File: config.mk
export PLATFORM = sky130hd
export DESIGN_NAME = whack_game_fsm
export DESIGN_NICKNAME = d
export VERILOG_FILES = /design/src/rtl/whack_game_fsm.sv
export SDC_FILE = /design/constraint.sdc
export NUM_CORES = 1
export LEC_CHECK = 0
export BUFFER_PORTS_ARGS = -buffer_cell sky130_fd_sc_hd__buf_2
export CAP_MARGIN = 20
export CORE_MARGIN = 3
export CORE_UTILIZATION = 50
export CTS_CLUSTER_DIAMETER = 60
export CTS_CLUSTER_SIZE = 14
export DETAILED_ROUTE_END_ITERATION = 10
export PLACE_DENSITY_LB_ADDON = 0.15
export SYNTH_ARGS = -nofsm -noshare
export SYNTH_HDL_FRONTEND = slang
export SYNTH_SLANG_ARGS = --single-unit
File: constraint.sdc
create_clock -name iClock -period 2 [get_ports iClock]
set_input_delay 0.4 -clock iClock [delete_from_list [all_inputs] [get_ports iClock]]
set_output_delay 0.4 -clock iClock [all_outputs]
set_load 0.005 [all_outputs]
File: src/rtl/whack_game_fsm.sv
// -----------------------------------------------------------------------------
// whack_game_fsm
//   Game-control FSM for the whack-a-mole game. It sequences the start screen,
//   the pause between moles, the four mole windows and the game-over screen,
//   and it keeps the score and miss count for the HEX display path.
//
// Ports
//   iClock        in   1  system clock, rising edge
//   iReset        in   1  asynchronous, active-high reset
//   iStart        in   1  start/restart button level (debounced, active-high)
//   iKey          in   4  whack buttons, one per mole (levels, active-high)
//   oState        out  3  000 START, 001 GAME, 010..101 MOLE1..4, 110 GAMEOVER
//   oStateChange  out  1  one-cycle pulse in the first cycle of a new oState
//   oScore        out  8  hits this game, saturating at 255
//   oMisses       out  4  misses this game
// -----------------------------------------------------------------------------
module whack_game_fsm #(
  parameter int unsigned PAUSE_TICKS = 25_000_000,
  parameter int unsigned MOLE_TICKS  = 50_000_000,
  parameter int unsigned MAX_MISSES  = 3,
  parameter logic [7:0]  LFSR_SEED   = 8'hA5
) (
  input  logic       iClock,
  input  logic       iReset,
  input  logic       iStart,
  input  logic [3:0] iKey,
  output logic [2:0] oState,
  output logic       oStateChange,
  output logic [7:0] oScore,
  output logic [3:0] oMisses
);

  // Screen codes double as the state encoding so oState is a plain register.
  localparam logic [2:0] ST_START    = 3'b000;
  localparam logic [2:0] ST_GAME     = 3'b001;
  localparam logic [2:0] ST_MOLE1    = 3'b010;
  localparam logic [2:0] ST_MOLE2    = 3'b011;
  localparam logic [2:0] ST_MOLE3    = 3'b100;
  localparam logic [2:0] ST_MOLE4    = 3'b101;
  localparam logic [2:0] ST_GAMEOVER = 3'b110;

  localparam logic [31:0] PAUSE_LAST = 32'(PAUSE_TICKS - 1);
  localparam logic [31:0] MOLE_LAST  = 32'(MOLE_TICKS - 1);
  localparam logic [3:0]  MISS_LIMIT = 4'(MAX_MISSES);

  logic [2:0]  state_q, state_d;
  logic        change_q, change_d;
  logic [7:0]  score_q, score_d;
  logic [3:0]  misses_q, misses_d;
  logic [31:0] cnt_q, cnt_d;
  logic [7:0]  lfsr_q, lfsr_d;
  logic        start_prev_q;
  logic [3:0]  key_prev_q;

  logic        start_rise;
  logic [3:0]  key_rise;
  logic        in_mole;
  logic [1:0]  target_idx;
  logic [3:0]  target_mask;
  logic        other_rise;
  logic        hit;
  logic        miss;
  logic [3:0]  misses_inc;

  // Rising edges only; the previous-sample registers reset high so a button
  // held through reset is not seen as a press when reset releases.
  assign start_rise = iStart & ~start_prev_q;
  assign key_rise   = iKey & ~key_prev_q;

  // Fibonacci LFSR, taps 8,6,5,4 (bits 7,5,4,3), free-running in all states.
  assign lfsr_d = {lfsr_q[6:0], lfsr_q[7] ^ lfsr_q[5] ^ lfsr_q[4] ^ lfsr_q[3]};

  assign in_mole     = (state_q >= ST_MOLE1) && (state_q <= ST_MOLE4);
  assign target_idx  = 2'(state_q - ST_MOLE1);
  assign target_mask = 4'b0001 << target_idx;

  // A wrong key beats a simultaneous correct key; a hit in the timeout cycle
  // still counts as a hit.
  assign other_rise = |(key_rise & ~target_mask);
  assign hit        = !other_rise && |(key_rise & target_mask);
  assign miss       = other_rise || (!hit && (cnt_q == MOLE_LAST));
  assign misses_inc = misses_q + 4'd1;

  // NOTE: every combinational output gets a default before the case so no
  // path leaves it unassigned, which would otherwise infer a latch.
  always_comb begin
    state_d  = state_q;
    score_d  = score_q;
    misses_d = misses_q;

    case (state_q)
      ST_START: begin
        if (start_rise) begin
          state_d  = ST_GAME;
          score_d  = 8'd0;
          misses_d = 4'd0;
        end
      end

      ST_GAME: begin
        if (cnt_q == PAUSE_LAST) begin
          state_d = ST_MOLE1 + {1'b0, lfsr_q[1:0]};
        end
      end

      ST_MOLE1, ST_MOLE2, ST_MOLE3, ST_MOLE4: begin
        if (hit) begin
          score_d = (score_q == 8'hFF) ? score_q : score_q + 8'd1;
          state_d = ST_GAME;
        end else if (miss) begin
          misses_d = misses_inc;
          state_d  = (misses_inc == MISS_LIMIT) ? ST_GAMEOVER : ST_GAME;
        end
      end

      ST_GAMEOVER: begin
        if (start_rise) begin
          state_d = ST_START;
        end
      end

      default: state_d = ST_START;  // 111 recovers to the start screen
    endcase
  end

  always_comb begin
    change_d = (state_d != state_q);
    if (change_d) begin
      cnt_d = 32'd0;
    end else if ((state_q == ST_GAME) || in_mole) begin
      cnt_d = cnt_q + 32'd1;
    end else begin
      cnt_d = cnt_q;
    end
  end

  // NOTE: state registers use non-blocking assignments so every flop samples
  // the values from before this edge, independent of statement order.
  always_ff @(posedge iClock or posedge iReset) begin
    if (iReset) begin
      state_q      <= ST_START;
      change_q     <= 1'b0;
      score_q      <= 8'd0;
      misses_q     <= 4'd0;
      cnt_q        <= 32'd0;
      lfsr_q       <= LFSR_SEED;
      start_prev_q <= 1'b1;
      key_prev_q   <= 4'hF;
    end else begin
      state_q      <= state_d;
      change_q     <= change_d;
      score_q      <= score_d;
      misses_q     <= misses_d;
      cnt_q        <= cnt_d;
      lfsr_q       <= lfsr_d;
      start_prev_q <= iStart;
      key_prev_q   <= iKey;
    end
  end

  assign oState       = state_q;
  assign oStateChange = change_q;
  assign oScore       = score_q;
  assign oMisses      = misses_q;

endmodule

* After elaboration in Yosys (flattened, before gate mapping)
Cells that the tools add are included.
** Storage, ports and cells
- Bits in registers :: 61
- Word-level logic and storage cells :: 74
- Bits of input ports :: 7
** Cells by class
- $lt $le $gt $ge :: 2
- Add/subtract/negate cells :: 5
- Equality and inequality tests :: 16
- Shift operators :: 1
- Muxes and demuxes :: 17
- Bitwise gates (word level) :: 10
- Reductions and logical operators :: 15
** Operators with widths (count)
- 32-bit 2-to-1 mux :: 2
- 32-bit by 1-bit adder with 32-bit output (second input constant) :: 1
- 32-bit by 25-bit == test with 1-bit output (second input constant) :: 1
- 32-bit by 26-bit == test with 1-bit output (second input constant) :: 1
- 8-bit 2-to-1 mux :: 3
- 3-bit 2-to-1 mux :: 6
- 8-bit one-hot mux with 2 select lines :: 1
- 4-bit AND :: 3
- 4-bit 2-to-1 mux :: 3
- 3-bit one-hot mux with 4 select lines :: 1
- 4-bit OR reduction :: 3
- 2-bit != test (second input constant) :: 5
- 3-bit == test (second input constant) :: 3
- 8-bit by 1-bit adder with 8-bit output (second input constant) :: 1
- 8-bit == test (second input constant) :: 1
- 4-bit inverter :: 2
- 4-bit one-hot mux with 2 select lines :: 1
- 4-bit AND reduction :: 2
- 3-bit by 2-bit == test with 1-bit output (second input constant) :: 2
- 4-bit by 1-bit adder with 4-bit output (second input constant) :: 1
- 4-bit by 2-bit == test with 1-bit output (second input constant) :: 1
- 2-bit nonzero test :: 2
- 1-bit by 2-bit << shifter with 4-bit output (first input constant) :: 1
- 2-bit by 2-bit adder with 3-bit output (first input constant) :: 1
- other kinds (12) :: 18

* Depth between registers and ports, before layout
Gate-level depths: netlist of run 1.
- Depth in word-level cells :: 15
- Depth in mapped cells :: 9
- Gate-level depth less buffers :: 8

* Least setup slack after synthesis of run 1
OpenSTA, ideal clock, no wires.
- Kind :: register to register
- Start point :: register cnt_q[7]
- End point :: register cnt_q[11]
- Data required time :: 1.877 ns
- Path slack :: -0.143 ns
- Clock period less this slack :: 2.143 ns
- Buffers on the path :: 1
- Cell stages (with the launch flop) :: 9
- Arrival :: 2.020 ns
- Library setup time :: 0.123 ns
- Cells stage by stage :: dfrtp_1 or4_4 nor4_4 and4_4 and3_1 o22ai_2 nand4_4 buf_12 nor2_4
** Between the ends
- Longest elaborated chain between the ends :: 8
- Elaborated cells between the ends (all ways) :: 13
- Those cells by class :: add/sub (1); eq/ne (3); mux (6); reduce/logical (3)
** Ends and longest elaborated chain
- from (decl) :: line 50 : logic [31:0] cnt_q, cnt_d;
- from (signal assigned) :: line 154 : cnt_q <= cnt_d;
- 32-bit by 26-bit == test with 1-bit output :: line 81 : assign miss = other_rise || (!hit && (cnt_q == MOLE_LAST));
- 1-bit logical AND :: line 81
- 1-bit logical OR :: line 81
- 3-bit 2-to-1 mux :: line 110 : end else if (miss) begin
- 3-bit 2-to-1 mux :: line 107 : if (hit) begin
- 3-bit one-hot mux with 4 select lines :: line 91 : case (state_q)
- 3-bit != test :: line 127 : change_d = (state_d != state_q);
- 32-bit 2-to-1 mux / 2-bit nonzero test (equally long branches)
Parallel ways exist; a longest one is shown, timed or not. The select of a mux whose other input is x is not followed.
A chain may end at the register's enable or synchronous reset.

* Worst setup path in the final report of run 1
- Start point :: register cnt_q[27]
- End point :: register cnt_q[10]
** Between the ends
- Longest elaborated chain between the ends :: 8
- Elaborated cells between the ends (all ways) :: 11
- Those cells by class :: eq/ne (3); mux (5); reduce/logical (3)
** Ends and longest elaborated chain (line)
- 32-bit by 26-bit == test with 1-bit output :: 81
- 1-bit logical AND :: 81
- 1-bit logical OR :: 81
- 3-bit 2-to-1 mux :: 110
- 3-bit 2-to-1 mux :: 107
- 3-bit one-hot mux with 4 select lines (*) :: 91
- 3-bit != test (*) :: 127
- 32-bit 2-to-1 mux / 2-bit nonzero test (equally long branches)
Every way passes the cells marked *; elsewhere a longest branch is shown, timed or not.

==> results of run 1 <==
layout by cell type (no fill, tap or decap), types with 4 or more instances in the layout:
cell type	Yosys	layout
dfrtp_1	52	51
nor2_1	24	22
and3_1	10	9
o21ai_1	0	6
nand3_1	18	18
a21oi_1	9	5
xor2_1	18	18
ha_1	4	4
o21ai_0	13	5
dfstp_2	9	9
nor4_4	2	4
nand2b_4	4	4
inv_1	10	9
xnor2_1	20	20
nand2_1	23	23
buf_12	3	5
buf_4	2	62
nor2b_1	4	4
nand4_1	12	12
clkbuf_8	0	10
nor2_4	28	28
nor3_1	10	10
buf_2	1	22
a21oi_2	1	5
sequential cells by signal (all words and copies together), names as in the netlist:
name          cells
cnt_q            32
key_prev_q        4
oState            3
lfsr_q            8
oMisses           4
start_prev_q      1
oStateChange      1
oScore            8
final timing paths:
check,start,endpoint,slack [ns],cells past startpoint
worst min-delay path,iReset,cnt_q[3]$_DFFE_PP0P_,0.11,3
worst max register to register,cnt_q[27]$_DFFE_PP0P_,cnt_q[10]$_DFFE_PP0P_,-0.24,8
max in group asynchronous,iReset,lfsr_q[7]$_DFF_PP1_,1.57,3
min in group iClock,iStart,start_prev_q$_DFF_PP1_,0.17,1
worst max-delay path,cnt_q[27]$_DFFE_PP0P_,cnt_q[10]$_DFFE_PP0P_,-0.24,8
worst min register to register,lfsr_q[6]$_DFF_PP0_,lfsr_q[7]$_DFF_PP1_,0.36,0
what timing repair did:
item | in CTS | in global routing
hold endpoints to repair | 0 | 0
resized for setup | 9 | 16
setup buffers | 2 | 1
endpoints found under the setup margin | 40 | 46
gates cloned | 1 | 1
pin swaps | 4 | 8
per-layer routing:
metal / wire [um] / GRT usage (%) / part of all wire, % / vias to the layer above
li1: - / - / - / 1373
met1: 3860 / 27.2 / 50 / 1362
met2: 3550 / 28.7 / 46 / 56
met3: 269 / 4.39 / 3.5 / 10
met4: 86 / 6.16 / 1.1 / 0
met5: 0 / 0 / 0 / -
area by class of cell:
| type | instances | area [um2] | area share (%) |
|---|---|---|---|
| well taps | 96 | 120 | 2.59 |
| multi-input cells | 258 | 2020 | 43.7 |
| clock inverters | 6 | 38.8 | 0.838 |
| clock buffers | 10 | 138 | 2.97 |
| flip-flops and latches | 61 | 1540 | 33.2 |
| repair buffers | 93 | 734 | 15.9 |
| inverters | 10 | 37.5 | 0.811 |
power breakdown:
group / switching (mW) / internal (mW)
clock: 0.498 / 0.478
sequential: 0.137 / 1.39
combinational: 0.714 / 0.773
critical path: stages (launching register included):
cell	delay (ns)
dfrtp_1	0.38
or4_4	0.56
nor4_4	0.24
and4_4	0.27
o211a_1	0.19
o22ai_4	0.08
nand4_4	0.14
buf_12	0.21
nor2_4	0.04
logic make-up (layout without fill, tap and decap cells):
logic type	Yosys count	count (layout)
AO/OA/AOI/OAI	41	41
XOR/XNOR	38	38
adder cells (fa/ha/maj)	4	4
buffers and inverters	20	119
flip-flops	61	61
multiplexers	3	3
AND/OR/NAND/NOR	171	172
==> key figures, run 1 <==
Status
  • Status: complete, but fails checks
  • Failing checks: negative setup slack

Synthesis
  • Yosys top cell by area: dfrtp_1
  • Main synth FF type: dfrtp_1
  • Syn Inst Count: 338
  • Synth Area in Adders: 1.39%
  • Mapped Area: 3610 um2
  • Post-Synth XOR/XNOR Area: 9.22%
  • Ys Warns: 0
  • Syn Area/Cell: 10.7 um2
  • Post-Synth Simple-Gate Area: 33.3%
  • Synth top area share: 36.0%
  • Post-synth EDFFs: 0
  • Distinct cells, synth: 63
  • Seq cells post-synth: 61
  • Register area share after synthesis: 42.6%
  • Syn Nets: 349
  • Fraction of registers with async set/reset: 100%
  • Largest family of logic cells by synthesized area: simple AND/OR/NAND/NOR gates
  • Top cells by area, synth: dfrtp_1, nor2_4, dfstp_2, xnor2_1, xor2_1
  • Cell with the most instances after synthesis: dfrtp_1
  • Top post-synthesis cells by count: dfrtp_1, nor2_4, nor2_1, nand2_1, xnor2_1
  • Compound-Gate Fraction of Synth Area: 8.04%
  • Mux contribution to synthesized area: 1.18%

Power and ir drop
  • Worst VDD drop: 0.838 mV
  • Pwr Total: 3.99 mW
  • PD cells: 862 nW/um2
  • Pleak: 2.05 nW

Place
  • RePlAce Congestion: 0.881
  • Placed Area: 4320 um2
  • Dpl cells: 513
  • PortBufs: 22
  • Pre-CTS setup slack: -0.192 ns
  • Hpwl dp: 5.35 mm

Floorplan
  • Initial Util: 52.3%
  • DIE AREA: 8280 um2
  • Die span in x: 91.0 um
  • Top Ports: 23
  • Die H: 91.0 um
  • # rows: 30
  • Core area: 6910 um2

Worst hold path
  • Hold Path Class: in -> async

STA
  • Slew Limit Headroom: 69.7%
  • Hold Fails Final Rpt: 0
  • RSZ-0062 raised after global routing: yes
  • Fin Setup TNS: -7.47 ns
  • Worst Skew: 0.00783 ns
  • Setup violators final: 39
  • Final worst slack: -0.239 ns
  • Peak Freq: 447 MHz
  • Min cycle time layout: 2.24 ns
  • Hold Slack: 0.107 ns
  • Final critical-path share of the clock period: 112%
  • Final Max Slew Viols: 0
  • Worst-margin pin slew: 0.454 ns

Clock tree
  • Clk Latency, worst-skew pair: 0.34 ns
  • Clock sink count: 61
  • CTS tree: done
  • Clock Pin Slew Worst Setup and Hold Paths: 0.07 ns
  • CTS Buf Count: 9
  • Root Driver: clkbuf_8
  • Hold-fix buffers, CTS: 0
  • H-Tree Depth: 3
  • Clock Path Buffers: 2

Detailed routing
  • Total length of routed wires: 7.77 mm
  • Post-DRT Antenna Nets: 0
  • Drt first pass iters: 4
  • Drt drc: 0
  • Via count: 2801
  • Vias per inst: 5.25
  • WL per Instance: 14.5 um
  • Initial DRC count: 91

Worst setup path
  • CP Class: reg -> reg
  • CP max FO: 11
  • Crit path DAT: 2.46 ns
  • CP Data Required Time: 2.22 ns
  • Worst Setup Start Kind: flop
  • Type of element capturing the critical path: flop

Cells and area
  • Filler instances: 551
  • Layout Cells excl Fill: 534
  • Number of nets in the layout: 444
  • Synth-to-layout area growth: 28.2%
  • Layout cells sized above 1: 43.2%
  • Final Core Density: 67.0%
  • Final Cell Area: 4630 um2
  • N_diodes: 0

Global routing
  • Global route overflow: 0
  • Initial antenna violation count: 0
  • Vias in the first global route: 2680
  • Pin count of the biggest net entering global routing: 62
  • Total track usage: 19.1%
  • First-pass GRT wire length: 12.7 mm

Flow run
  • Max-cap violations: 0
Note: power is estimated with default switching activity, not from simulation.
==> inputs of run 2 (changes only) <==
--- a/config.mk
+++ b/config.mk
@@ -8,7 +8,7 @@
 export BUFFER_PORTS_ARGS = -buffer_cell sky130_fd_sc_hd__buf_2
 export CAP_MARGIN = 20
 export CORE_MARGIN = 3
-export CORE_UTILIZATION = 50
+export CORE_UTILIZATION = 34
 export CTS_CLUSTER_DIAMETER = 60
 export CTS_CLUSTER_SIZE = 14
 export DETAILED_ROUTE_END_ITERATION = 10
==> run 2 against run 1 <==
The flow still finishes with violations (negative setup slack). Utilization is 19 points lower. Hold slack better by 0.0079 ns. Clock power is 11% higher. Critical endpoint is now cnt_q[11]$_DFFE_PP0P_. Highest routed layer unchanged.
==> key figures, run 2 (synthesis results as in run 1) <==
Power and ir drop
  • Combinational power share: 36.3% (was 37.3%)
  • Seq pwr share: 37.2% (was 38.3%)
  • PD cells: 850 nW/um2 (was 862 nW/um2)
  • Switching share of power: 32.3% (was 33.8%)
  • Int Pwr: 2.76 mW (was 2.64 mW)
  • Clk pwr share: 26.4% (was 24.5%)
  • Worst VDD drop: 0.649 mV (was 0.838 mV)
  • Switching power: 1.31 mW (was 1.35 mW)
  • Pleak: 2.09 nW (was 2.05 nW)

Floorplan
  • Core area: 10000 um2 (was 6910 um2)
  • Initial Util: 35.9% (was 52.3%)
  • DIE AREA: 11900 um2 (was 8280 um2)
  • # rows: 36 (was 30)
  • Die span in x: 109 um (was 91.0 um)
  • Die H: 109 um (was 91.0 um)
  • Top Ports: 23 (unchanged)

Detailed routing
  • Drt first pass iters: 7 (was 4)
  • Total length of routed wires: 8.10 mm (was 7.77 mm)
  • WL per Instance: 13.9 um (was 14.5 um)
  • Post-DRT Antenna Nets: 0 (unchanged)
  • Initial DRC count: 144 (was 91)
  • Drt drc: 0 (unchanged)
  • Vias per inst: 4.83 (was 5.25)
  • Via count: 2814 (was 2801)

Worst setup path
  • Crit path from: cnt_q[28]$_DFFE_PP0P_ (was cnt_q[27]$_DFFE_PP0P_)
  • CP max FO: 7 (was 11)
  • CP Class: reg -> reg (unchanged)
  • Type of element capturing the critical path: flop (unchanged)
  • Worst Setup Start Kind: flop (unchanged)
  • Crit path DAT: 2.43 ns (was 2.46 ns)
  • CP Data Required Time: 2.22 ns (about the same)
  • Reg-to-reg startpoint: cnt_q[28]$_DFFE_PP0P_ (was cnt_q[27]$_DFFE_PP0P_)

Cells and area
  • Most frequent cells in the layout: buf_4, dfrtp_1, nor2_4 (unchanged)
  • Layout cells sized above 1: 44.7% (was 43.2%)
  • Synth-to-layout area growth: 32.8% (was 28.2%)
  • N_diodes: 0 (unchanged)
  • Reg with most FFs: cnt_q (unchanged)
  • Most common cell after layout, fill and taps aside: buf_4 (unchanged)
  • Filler instances: 958 (was 551)
  • Max FFs per register: 32 (unchanged)
  • Number of nets in the layout: 456 (was 444)
  • Final Cell Area: 4790 um2 (was 4630 um2)

Global routing
  • Total track usage: 14.7% (was 19.1%)
  • Vias in the first global route: 2810 (was 2680)
  • Global route overflow: 0 (unchanged)
  • Initial antenna violation count: 0 (unchanged)
  • Pin count of the biggest net entering global routing: 62 (unchanged)
  • First-pass GRT wire length: 13.6 mm (was 12.7 mm)

STA
  • Slew Limit Headroom: 71.6% (was 69.7%)
  • Hold Fails Final Rpt: 0 (unchanged)
  • Worst Skew: 0.0114 ns (was 0.00783 ns)
  • Fin Setup TNS: -6.30 ns (was -7.47 ns)
  • Worst-margin pin slew: 0.422 ns (was 0.454 ns)
  • Peak Freq: 452 MHz (was 447 MHz)
  • Final worst slack: -0.211 ns (was -0.239 ns)
  • Min cycle time layout: 2.21 ns (was 2.24 ns)
  • Setup violators final: 39 (unchanged)
  • Final critical-path share of the clock period: 111% (was 112%)
  • Final Max Slew Viols: 0 (unchanged)
  • RSZ-0062 raised after global routing: yes (unchanged)

Flow run
  • Max-cap violations: 0 (unchanged)

Place
  • RePlAce Congestion: 0.803 (was 0.881)
  • PortBufs: 22 (unchanged)
  • Hpwl dp: 5.80 mm (was 5.35 mm)
  • Placed Area: 4460 um2 (was 4320 um2)

Clock tree
  • Clock Pin Slew Worst Setup and Hold Paths: 0.07 ns (about the same)
  • Clk Latency, worst-skew pair: 0.34 ns (about the same)
  • H-Tree Depth: 3 (unchanged)
  • CTS Buf Count: 9 (unchanged)
  • Clock Path Buffers: 2 (unchanged)
  • Root Driver: clkbuf_8 (unchanged)
  • CTS tree: done (unchanged)
  • Clock sink count: 61 (unchanged)
  • Hold-fix buffers, CTS: 0 (unchanged)

Status
  • Status: complete, but fails checks (unchanged)
  • Failing checks: negative setup slack (unchanged)

Worst hold path
  • Hold Path Class: in -> async (unchanged)
[run 2: cell type report]
| cell class | instances | area, um2 | share of cell area [%] |
|---|---|---|---|
| multi-input cells | 257 | 2020 | 42.2 |
| flip-flops and latches | 61 | 1540 | 32.1 |
| repair buffers | 106 | 838 | 17.5 |
| well taps | 133 | 166 | 3.47 |
| clock buffers | 11 | 141 | 2.95 |
| clock inverters | 5 | 50.0 | 1.04 |
| inverters | 10 | 37.5 | 0.783 |
[run 2: final timing paths]
path / slack (ns) / end / cells after the start
setup / recovery: -0.21 / cnt_q[11]$_DFFE_PP0P_ / 8
hold / removal: 0.12 / lfsr_q[4]$_DFF_PP0_ / 3
setup reg to reg: -0.21 / cnt_q[11]$_DFFE_PP0P_ / 8
hold reg to reg: 0.35 / lfsr_q[7]$_DFF_PP1_ / 0
max in group asynchronous: 1.55 / key_prev_q[0]$_DFF_PP1_ / 3
min in group iClock: 0.18 / start_prev_q$_DFF_PP1_ / 1
[run 2: critical path, stage by stage, from the launching register on]
cell,delay (ns)
dfrtp_1,0.38
or4_4,0.54
nor4_4,0.25
and4_4,0.26
and3_4,0.19
o22ai_4,0.07
nand4_4,0.14
clkbuf_16,0.22
nor2_4,0.03
[run 2: repair_timing]
action                     in CTS  in global routing
resized for setup               5                 21
pin swaps                       1                  9
setup buffers                   0                  4
cloned                          0                  1
hold endpoints to repair        0                  0
setup endpoints to repair      45                 48
[run 2: routing by layer]
layer | part of all wire (%) | vias up | global-route usage, %
li1 | - | 1401 | -
met3 | 3.7 | 10 | 3.20
met2 | 49 | 41 | 23.7
met1 | 46 | 1362 | 19.6
met4 | 1.6 | 0 | 5.05
met5 | 0 | - | 0
[run 2: stage by stage]
step	util (%)	worst slack (ns)	hold WS, ns	cells	power [mW]
4_1_cts	46.4	-0.224	0.124	579	4.08
3_3_place_gp	44.4	-0.188	0.338	564	2.96
2_1_floorplan	-	-0.116	0.333	338	2.45
6_report	47.7	-0.211	0.115	583	4.07
5_1_grt	47.7	-0.335	0.129	583	4.36
3_5_place_dp	44.4	-0.200	0.344	564	2.96
[run 2: power groups by stage]
stage               clock network, mW  registers (mW)  logic, mW
finish                           1.08            1.52       1.48
global route                     1.19            1.53       1.64
floorplan                           0            1.57      0.886
global placement                    0            1.53       1.43
CTS                              1.13            1.51       1.44
detailed placement                  0            1.53       1.43
